`config.mk`:
```
export PLATFORM = sky130hd
export DESIGN_NAME = hangman_engine_flat
export DESIGN_NICKNAME = d
export VERILOG_FILES = /design/src/rtl/hangman_pkg.sv /design/src/rtl/hangman_if.sv /design/src/rtl/hangman_letter_selector.sv /design/src/rtl/hangman_engine.sv /design/src/flat_wrapper.sv
export SDC_FILE = /design/constraint.sdc
export NUM_CORES = 1
export LEC_CHECK = 0
export BUFFER_PORTS_ARGS = -buffer_cell sky130_fd_sc_hd__buf_2
export CAP_MARGIN = 20
export CORE_MARGIN = 2
export CORE_UTILIZATION = 30
export CTS_BUF_LIST = sky130_fd_sc_hd__clkbuf_4
export DETAILED_ROUTE_END_ITERATION = 6
export PLACE_DENSITY = 0.58
export SLEW_MARGIN = 5
export SYNTH_ARGS = -nofsm -noshare
export SYNTH_HDL_FRONTEND = slang
export SYNTH_HIERARCHICAL = 1
export SYNTH_SLANG_ARGS = --single-unit
```
`constraint.sdc`:
```
create_clock -name clk -period 5.83 [get_ports clk]
set_clock_uncertainty 0.2 [all_clocks]
set_input_delay 0.583 -clock clk [delete_from_list [all_inputs] [get_ports clk]]
set_output_delay 0.583 -clock clk [all_outputs]
set_load 0.05 [all_outputs]
```
`src/rtl/hangman_pkg.sv`:
```
// Shared letter encoding and game state type for the hangman engine.
package hangman_pkg;

   localparam int LETTER_W = 5;

   localparam logic [LETTER_W-1:0] LETTER_A     = LETTER_W'(0);
   localparam logic [LETTER_W-1:0] LETTER_Z     = LETTER_W'(25);
   localparam logic [LETTER_W-1:0] LETTER_BLANK = LETTER_W'(31);

   typedef enum logic [2:0] {
      IDLE  = 3'd0,
      PLAY  = 3'd1,
      CHECK = 3'd2,
      WIN   = 3'd3,
      LOSE  = 3'd4
   } state_t;

endpackage

```
`src/rtl/hangman_if.sv`:
```
// Player controls in, display feeds out. The master drives the controls; the engine is the slave.
interface hangman_if
   import hangman_pkg::*;
#(
   parameter int WORD_LEN   = 6,
   parameter int MAX_MISSES = 6
);
   logic                         up_down;
   logic                         step;
   logic                         confirm;
   logic                         new_game;
   logic [WORD_LEN*LETTER_W-1:0] word_in;
   logic [LETTER_W-1:0]          cur_letter;
   logic [WORD_LEN*LETTER_W-1:0] slot_letters;
   logic [WORD_LEN-1:0]          revealed;
   logic [3:0]                   misses;
   logic [MAX_MISSES-1:0]        miss_leds;
   logic                         dup;
   logic                         won;
   logic                         lost;
   logic                         playing;

   modport master (
      output up_down, step, confirm, new_game, word_in,
      input  cur_letter, slot_letters, revealed, misses, miss_leds, dup, won, lost, playing
   );

   modport slave (
      input  up_down, step, confirm, new_game, word_in,
      output cur_letter, slot_letters, revealed, misses, miss_leds, dup, won, lost, playing
   );
endinterface

```
`src/rtl/hangman_letter_selector.sv`:
```
// Wrapping A..Z up/down letter counter advanced by single-cycle step pulses.
module letter_selector
   import hangman_pkg::*;
(
   input  logic                clk,
   input  logic                rst,
   input  logic                up_down,
   input  logic                step,
   output logic [LETTER_W-1:0] letter
);

   always_ff @(posedge clk or posedge rst) begin
      if (rst) begin
         letter <= LETTER_A;
      end else if (step) begin
         if (up_down)
            letter <= (letter == LETTER_Z) ? LETTER_A : letter + 1'b1;
         else
            letter <= (letter == LETTER_A) ? LETTER_Z : letter - 1'b1;
      end
   end

endmodule

```
`src/rtl/hangman_engine.sv`:
```
// Hangman game core: latched word, reveal mask, guess history, miss count and win/lose FSM.
//  state | meaning
//  IDLE  | after reset, waiting for new_game
//  PLAY  | waiting for a confirm rising edge
//  CHECK | one cycle scoring guess_q against the word and history
//  WIN   | every slot revealed; holds until new_game
//  LOSE  | miss budget spent, whole word shown; holds until new_game
module hangman_engine
   import hangman_pkg::*;
#(
   parameter int WORD_LEN   = 6,
   parameter int MAX_MISSES = 6
)(
   input  logic     clk,
   input  logic     rst,
   hangman_if.slave bus
);

   localparam logic [3:0] MAX_M4 = 4'(MAX_MISSES);

   state_t                       state_q, state_n;
   logic [WORD_LEN*LETTER_W-1:0] word_q, word_n;
   logic [WORD_LEN-1:0]          rev_q, rev_n;
   logic [25:0]                  guessed_q, guessed_n;
   logic [3:0]                   misses_q, misses_n;
   logic                         dup_q, dup_n;
   logic [LETTER_W-1:0]          guess_q, guess_n;
   logic                         conf_d;
   logic                         conf_rise;
   logic [LETTER_W-1:0]          letter;
   logic [WORD_LEN-1:0]          match;
   logic [WORD_LEN-1:0]          blank;
   logic [MAX_MISSES-1:0]        leds;

   letter_selector u_sel (
      .clk     (clk),
      .rst     (rst),
      .up_down (bus.up_down),
      .step    (bus.step),
      .letter  (letter)
   );

   assign conf_rise = bus.confirm & ~conf_d;

   always_ff @(posedge clk or posedge rst) begin
      if (rst) begin
         state_q   <= IDLE;
         word_q    <= {WORD_LEN{LETTER_BLANK}};
         rev_q     <= '0;
         guessed_q <= '0;
         misses_q  <= '0;
         dup_q     <= 1'b0;
         guess_q   <= '0;
         conf_d    <= 1'b0;
      end else begin
         state_q   <= state_n;
         word_q    <= word_n;
         rev_q     <= rev_n;
         guessed_q <= guessed_n;
         misses_q  <= misses_n;
         dup_q     <= dup_n;
         guess_q   <= guess_n;
         conf_d    <= bus.confirm;
      end
   end

   always_comb begin
      state_n   = state_q;
      word_n    = word_q;
      rev_n     = rev_q;
      guessed_n = guessed_q;
      misses_n  = misses_q;
      dup_n     = 1'b0;
      guess_n   = guess_q;
      match     = '0;
      blank     = '0;
      for (int i = 0; i < WORD_LEN; i++) begin
         blank[i] = (bus.word_in[i*LETTER_W +: LETTER_W] == LETTER_BLANK);
         match[i] = (word_q[i*LETTER_W +: LETTER_W] == guess_q);
      end

      // new_game overrides any pending guess, including one being scored in CHECK
      if (bus.new_game) begin
         word_n    = bus.word_in;
         rev_n     = blank;
         guessed_n = '0;
         misses_n  = '0;
         state_n   = (&blank) ? WIN : PLAY;
      end else begin
         case (state_q)
            PLAY: begin
               if (conf_rise) begin
                  guess_n = letter;
                  state_n = CHECK;
               end
            end
            CHECK: begin
               if (guessed_q[guess_q]) begin
                  dup_n   = 1'b1;
                  state_n = PLAY;
               end else begin
                  guessed_n[guess_q] = 1'b1;
                  if (|match)
                     rev_n = rev_q | match;
                  else if (misses_q < MAX_M4)
                     misses_n = misses_q + 4'd1;
                  if (&rev_n) begin
                     state_n = WIN;
                  end else if (misses_n == MAX_M4) begin
                     state_n = LOSE;
                     rev_n   = '1;
                  end else begin
                     state_n = PLAY;
                  end
               end
            end
            default: ;
         endcase
      end
   end

   always_comb begin
      leds = '0;
      for (int k = 0; k < MAX_MISSES; k++)
         leds[k] = (misses_q > 4'(k));
   end

   assign bus.cur_letter   = letter;
   assign bus.slot_letters = word_q;
   assign bus.revealed     = rev_q;
   assign bus.misses       = misses_q;
   assign bus.miss_leds    = leds;
   assign bus.dup          = dup_q;
   assign bus.won          = (state_q == WIN);
   assign bus.lost         = (state_q == LOSE);
   assign bus.playing      = (state_q == PLAY) || (state_q == CHECK);

endmodule

```
`src/flat_wrapper.sv`:
```
// flat-port wrapper written by rule: the top's interface ports become plain ports
module hangman_engine_flat import hangman_pkg::*;
#(
   parameter int WORD_LEN   = 6,
   parameter int MAX_MISSES = 6
)
  (clk, rst, bus_up_down, bus_step, bus_confirm, bus_new_game, bus_word_in, bus_cur_letter, bus_slot_letters, bus_revealed, bus_misses, bus_miss_leds, bus_dup, bus_won, bus_lost, bus_playing);
  hangman_if #(.WORD_LEN(WORD_LEN), .MAX_MISSES(MAX_MISSES)) bus_i ();
  input  logic clk;
  input  logic rst;
  input wire logic [$bits(bus_i.up_down)-1:0] bus_up_down;
  input wire logic [$bits(bus_i.step)-1:0] bus_step;
  input wire logic [$bits(bus_i.confirm)-1:0] bus_confirm;
  input wire logic [$bits(bus_i.new_game)-1:0] bus_new_game;
  input wire logic [$bits(bus_i.word_in)-1:0] bus_word_in;
  output wire logic [$bits(bus_i.cur_letter)-1:0] bus_cur_letter;
  output wire logic [$bits(bus_i.slot_letters)-1:0] bus_slot_letters;
  output wire logic [$bits(bus_i.revealed)-1:0] bus_revealed;
  output wire logic [$bits(bus_i.misses)-1:0] bus_misses;
  output wire logic [$bits(bus_i.miss_leds)-1:0] bus_miss_leds;
  output wire logic [$bits(bus_i.dup)-1:0] bus_dup;
  output wire logic [$bits(bus_i.won)-1:0] bus_won;
  output wire logic [$bits(bus_i.lost)-1:0] bus_lost;
  output wire logic [$bits(bus_i.playing)-1:0] bus_playing;
  assign bus_i.up_down = bus_up_down;
  assign bus_i.step = bus_step;
  assign bus_i.confirm = bus_confirm;
  assign bus_i.new_game = bus_new_game;
  assign bus_i.word_in = bus_word_in;
  assign bus_cur_letter = bus_i.cur_letter;
  assign bus_slot_letters = bus_i.slot_letters;
  assign bus_revealed = bus_i.revealed;
  assign bus_misses = bus_i.misses;
  assign bus_miss_leds = bus_i.miss_leds;
  assign bus_dup = bus_i.dup;
  assign bus_won = bus_i.won;
  assign bus_lost = bus_i.lost;
  assign bus_playing = bus_i.playing;
  hangman_engine #(.WORD_LEN(WORD_LEN), .MAX_MISSES(MAX_MISSES)) u_core (.clk(clk), .rst(rst), .bus(bus_i));
endmodule
```
# ---- Yosys cells after proc, flatten, opt, wreduce, memory -nomap -nowiden
# Cells that the tools add are included.
dict set report totals {
  out_inout_bits 55
  inputBits 36
  reg_bits 81
}
dict set report op_classes {
  bitwise_logic 5
  eq_ne 20
  muxes 37
  addsub 3
  n_reduce_logical 11
  order_cmp 9
}
# operator n
set op_table {}
lappend op_table {{26-bit 2-to-1 mux} 3}
lappend op_table {{6-bit 2-to-1 mux} 9}
lappend op_table {{5-bit == test (second input constant)} 7}
lappend op_table {{4-bit 2-to-1 mux} 8}
lappend op_table {{5-bit == test} 6}
lappend op_table {{26-bit bitwise OR} 1}
lappend op_table {{3-bit 2-to-1 mux} 5}
lappend op_table {{5-bit 2-to-1 mux} 3}
lappend op_table {{6-bit AND reduction} 2}
lappend op_table {{4-bit by 1-bit greater-than comparator with 1-bit output (second input constant)} 2}
lappend op_table {{4-bit by 2-bit greater-than comparator with 1-bit output (second input constant)} 2}
lappend op_table {{4-bit by 3-bit greater-than comparator with 1-bit output (second input constant)} 2}
lappend op_table {{3-bit by 2-bit == test with 1-bit output (second input constant)} 2}
lappend op_table {{5-bit by 6-bit less-than comparator with 1-bit output (second input constant)} 1}
lappend op_table {{6-bit bitwise OR} 1}
lappend op_table {{3-bit one-hot mux with 2 select lines} 1}
lappend op_table {{6-bit OR reduction} 1}
lappend op_table {{5-bit by 1-bit adder with 5-bit output (second input constant)} 1}
lappend op_table {{1-bit binary-select mux with 5-bit select} 1}
lappend op_table {{1-bit demux with 5-bit select} 1}
lappend op_table {{5-bit by 1-bit greater-or-equal comparator with 1-bit output (second input constant)} 1}
lappend op_table {{5-bit zero test} 1}
lappend op_table {{1-bit 2-to-1 mux} 5}
lappend op_table {{5-bit by 1-bit subtractor with 5-bit output (second input constant)} 1}
lappend op_table {{other kinds (16)} 18}

# ---- Logic depth before layout (Yosys ltp)
dict set report depth {
  depth_word 12
  mapped_depth 10
}

# ---- Hierarchy
# The synthesis kept the hierarchy.
# module seq_area_each_um2 area_each_um2 cells_each n_inst
set by_module_without_submodules {}
lappend by_module_without_submodules {hangman_engine 1939.4 3943.8 369 1}
lappend by_module_without_submodules {letter_selector 125.1 442.9 51 1}

# ---- Worst setup path before layout
# OpenSTA, ideal clock, no wires.
dict set report synth_path {
  path_kind {register -> output}
  start {register u_core.misses_q[0], in the netlist u_core/bus.misses[0]}
  end {output bus_miss_leds[1]}
  path_buffers 0
  path_slack_ns 2.855
  arrival_ns 2.192
  required_ns 5.047
  stages_incl_launch_ff 4
  path_cell_list {dfrtp_1 inv_1 ha_1 o21ai_0}
}
dict set report synth_between {
  elab_chain_len 1
}
# element line
set synth_rtl {}
lappend synth_rtl {{start: declaration} hangman_engine.sv:25} ;# logic [3:0] misses_q, misses_n;
lappend synth_rtl {{start signal: assignment} hangman_engine.sv:60} ;# misses_q <= misses_n;
lappend synth_rtl {{4-bit by 1-bit greater-than comparator with 1-bit output} hangman_engine.sv:125} ;# leds[k] = (misses_q > 4'(k));
lappend synth_rtl {{end: declaration} flat_wrapper.sv:20} ;# output wire logic [$bits(bus_i.miss_leds)-1:0] bus_miss_leds;
# Every way passes these cells.

# ---- Worst setup path after layout
dict set report layout_path {
  start {register u_core.guess_q[0]}
  end {register u_core.guessed_q[9]}
}
dict set report layout_between {
  elab_chain_len 8
  elab_cells_between_ends 13
}
# element line
set layout_rtl {}
lappend layout_rtl {{start: declaration} hangman_engine.sv:27} ;# logic [LETTER_W-1:0] guess_q, guess_n;
lappend layout_rtl {{start signal: assignment} hangman_engine.sv:62} ;# guess_q <= guess_n;
lappend layout_rtl {{5-bit by 6-bit less-than comparator with 1-bit output (not written as such) / 5-bit by 1-bit greater-or-equal comparator with 1-bit output (equally long branches)} hangman_engine.sv:102} ;# guessed_n[guess_q] = 1'b1;
lappend layout_rtl {{1-bit logical AND (not written as such)} hangman_engine.sv:102}
lappend layout_rtl {{1-bit 2-to-1 mux (not written as such)} hangman_engine.sv:102}
lappend layout_rtl {{1-bit demux with 5-bit select} --}
lappend layout_rtl {{26-bit bitwise OR (no source line)} --}
lappend layout_rtl {{26-bit 2-to-1 mux} hangman_engine.sv:98} ;# if (guessed_q[guess_q]) begin
lappend layout_rtl {{26-bit 2-to-1 mux} hangman_engine.sv:90} ;# case (state_q)
lappend layout_rtl {{26-bit 2-to-1 mux} hangman_engine.sv:83} ;# if (bus.new_game) begin
lappend layout_rtl {{end signal: assignment} hangman_engine.sv:59} ;# guessed_q <= guessed_n;
lappend layout_rtl {{end: declaration} hangman_engine.sv:24} ;# logic [25:0] guessed_q, guessed_n;
# Several ways; a longest one is shown, not always the timed one. The select of a mux whose other input is x is not followed.
# A chain may end at the register's enable or synchronous reset.

==> impl_metrics.env <==
export IMPL_yosys_warnings=6
export IMPL_min_period_ns=3.688
export IMPL_io_buffers=90
export IMPL_p_comb_share_pct=31.8
export IMPL_grt_use_met2_pct=22.53
export IMPL_setup_violations=0
export IMPL_routed_wl_um=10750
export IMPL_p_leak_nw=2.289
export IMPL_fin_area_sq_um=5130
export IMPL_root_buffer="clkbuf_4"
export IMPL_grt_pass1_vias=3434
export IMPL_antenna_found_initial=0
export IMPL_area_growth_pct=16.94
export IMPL_yosysSeqAreaShare_pct=47.06
export IMPL_syn_num_nets=462
export IMPL_rsz0062_at_grt="false"
export IMPL_drtPass1Iterations=4
export IMPL_overflow=0
export IMPL_drv_cap=0
export IMPL_dp_hpwl_um=7590
export IMPL_final_cells=688
export IMPL_initial_utilization_pct=30.41
export IMPL_die_w_um=124.9
export IMPL_place_inst=671
export IMPL_ant_nets=0
export IMPL_numCtsBuffers=9
export IMPL_die_y_um=124.9
export IMPL_cts_tree="built"
export IMPL_cts_sink_count=81
export IMPL_io_pins=91
export IMPL_synth_area_sq_um=4387
export IMPL_endpoint_kind="flip-flop"
export IMPL_met1_usage_pct=18.89
export IMPL_yosys_register_bits=81
export IMPL_worst_setup_path_start_kind="flip-flop"
export IMPL_busiest_layer="met2"
export IMPL_vias=3451
export IMPL_switching_power_mw=0.7227
export IMPL_core_area_sq_um=14420
export IMPL_setup_tns_final_ns=0
export IMPL_crit_fanout=16
export IMPL_place_gp_congestion=0.7893
export IMPL_wl_per_cell_um=15.62
export IMPL_antenna_cells=0
export IMPL_period_share_pct=63.25
export IMPL_rr_startpoint="u_core/guess_q[0]"
export IMPL_worst_slack_ns=2.142
export IMPL_grt_pass1_wl_um=17620
export IMPL_status="completed"
export IMPL_grt_max_degree=84
export IMPL_p_int_mw=1.026
export IMPL_critPathKind="reg -> reg"
export IMPL_post_drt_via_cell_ratio=5.016
export IMPL_syn_mean_instance_area_sq_um=10.44
export IMPL_holdCritPathClass="in -> reg"
export IMPL_swShare_pct=41.33
export IMPL_synth_edff_count=0
export IMPL_p_seq_share_pct=46.0
export IMPL_crit_start="u_core/guess_q[0]"
export IMPL_synthArstFlopShare_pct=100.0
export IMPL_synth_main_ff_cell="dfrtp_1"
export IMPL_max_freq_mhz=271.2
export IMPL_fin_util_pct=35.57
export IMPL_use_met3_pct=3.050
export IMPL_place_ws_ns=2.172
export IMPL_drive_above_1_share_pct=38.69
export IMPL_hp_start="bus_confirm"
export IMPL_dpl_cell_area_sq_um=4951
export IMPL_cp_required_ns=5.98
export IMPL_worst_slew_pin_slew_ns=0.9951
export IMPL_cts_max_level=3
export IMPL_post_cts_buffers=0
export IMPL_hold_slack_ns=0.07722
export IMPL_hold_viol=0
export IMPL_row_count=44
export IMPL_drcViolationCount=0
export IMPL_nets=541
export IMPL_power_total_mw=1.749
export IMPL_slew_viol_final=0
export IMPL_slew_headroom_pct=33.66
export IMPL_drtIter0Drc=253
export IMPL_cts_clk_slew_worst_paths_ns=0.14
export IMPL_peakVddDrop_uv=211.2
export IMPL_clk_latency_ns=0.43
export IMPL_grt_total_usage_pct=13.68
export IMPL_syn_inst=420
export IMPL_pwr_share_clk_pct=22.2
export IMPL_synth_distinct_cells=57
export IMPL_clk_path_buf_depth=2
export IMPL_die_area_sq_um=15610
export IMPL_p_per_area_nw_per_um2=340.9
export IMPL_crit_arrival_ns=3.84
sequential cells by signal, summed over array words and instances (netlist names), 3 cells and up:
| signal | count |
|---|---|
| u_core/guess_q | 5 |
| u_core/guessed_q | 26 |
| u_core/bus.misses | 4 |
| u_core/bus.revealed | 6 |
| u_core/state_q | 3 |
| u_core/bus.slot_letters | 30 |
| u_core/u_sel/letter | 5 |
critical path, stage by stage (launching register included):
cell,delay (ns)
dfrtp_1,0.90
mux4_2,0.59
mux2_2,0.28
a21oi_1,0.14
nand4_1,0.59
nor3_2,0.63
a21oi_1,0.15
nor2_1,0.13
cell usage after synthesis, drive strengths merged, types with 7 or more instances:
| cell | instances | area share (%) |
|---|---|---|
| clkbuf | 8 | 0.68 |
| a21oi | 35 | 4.0 |
| nor3 | 20 | 2.7 |
| xnor2 | 18 | 3.6 |
| and3 | 8 | 1.1 |
| a31oi | 7 | 1.0 |
| inv | 17 | 1.5 |
| dfstp | 30 | 18 |
| xor2 | 14 | 2.8 |
| nor2 | 47 | 4.0 |
| nand3 | 25 | 3.0 |
| o21ai | 10 | 1.2 |
| buf | 17 | 2.3 |
| mux2 | 40 | 10 |
| nand2 | 13 | 1.1 |
| dfrtp | 51 | 29 |
area by class of cell:
type,count,area [sq um]
tap,184,230.2
timing repair buffer,93,475.5
clock buffer,9,67.56
inverter,17,63.81
sequential,81,2064
clock inverter,7,101.3
fill,1478,9294
multi-input combinational,297,2127
timing repair:
| item | CTS | global route |
|---|---|---|
| hold endpoints to repair | 5 | 0 |
| hold buffers | 1 | 0 |
| resized for setup | 0 | 0 |
logic make-up (layout without fill, tap and decap cells):
family,Yosys count,count (layout),share of synthesized area [%]
buf+inv,42,126,4.450
fa+ha+maj,6,6,1.711
flops,81,81,47.06
xor+xnor,32,32,6.389
compound gates,73,73,10.81
mux,47,47,12.72
simple gates,139,139,16.86
cells in the final DEF (no fill, tap or decap), drive strengths merged, types with 4 or more instances in the layout:
| cell type | count |
|---|---|
| a22o | 6 |
| clkbuf | 9 |
| buf | 92 |
| mux2i | 4 |
| ha | 6 |
| and3 | 8 |
| a31oi | 7 |
| xnor2 | 18 |
| a21oi | 35 |
| xor2 | 14 |
| nand2 | 13 |
| o21ai | 10 |
| nand3 | 25 |
| nor3 | 20 |
| nor2 | 47 |
| inv | 20 |
| dfstp | 30 |
| mux2 | 40 |
| dfrtp | 51 |
worst paths after layout:
kind / slack, ns / end / depth (start not counted)
max in group asynchronous: 4.02 / u_core/guessed_q[7] / 4
worst max register to register: 2.14 / u_core/guessed_q[9] / 7
worst min register to register: 0.31 / u_core/guessed_q[11] / 2
worst min-delay path: 0.08 / u_core/conf_d / 1
worst max-delay path: 2.14 / u_core/guessed_q[9] / 7
min in group asynchronous: 0.39 / u_core/u_sel/letter[0] / 3
metal layers:
| metal | share of wire [%] | vias up |
|---|---|---|
| met5 | 0 | - |
| met4 | 0.38 | 0 |
| met3 | 4.5 | 4 |
| met2 | 48 | 83 |
| met1 | 47 | 1710 |
| li1 | - | 1654 |
power by group through the flow:
stage          Combinational [mW]  Clock [mW]  Sequential (mW)
2_1_floorplan               0.421           0            0.822
3_3_place_gp                0.545           0            0.813
3_5_place_dp                0.553           0            0.816
4_1_cts                     0.555       0.401            0.806
5_1_grt                     0.604       0.425            0.826
6_report                    0.556       0.388            0.805
Power figures use the tool's default switching activity.
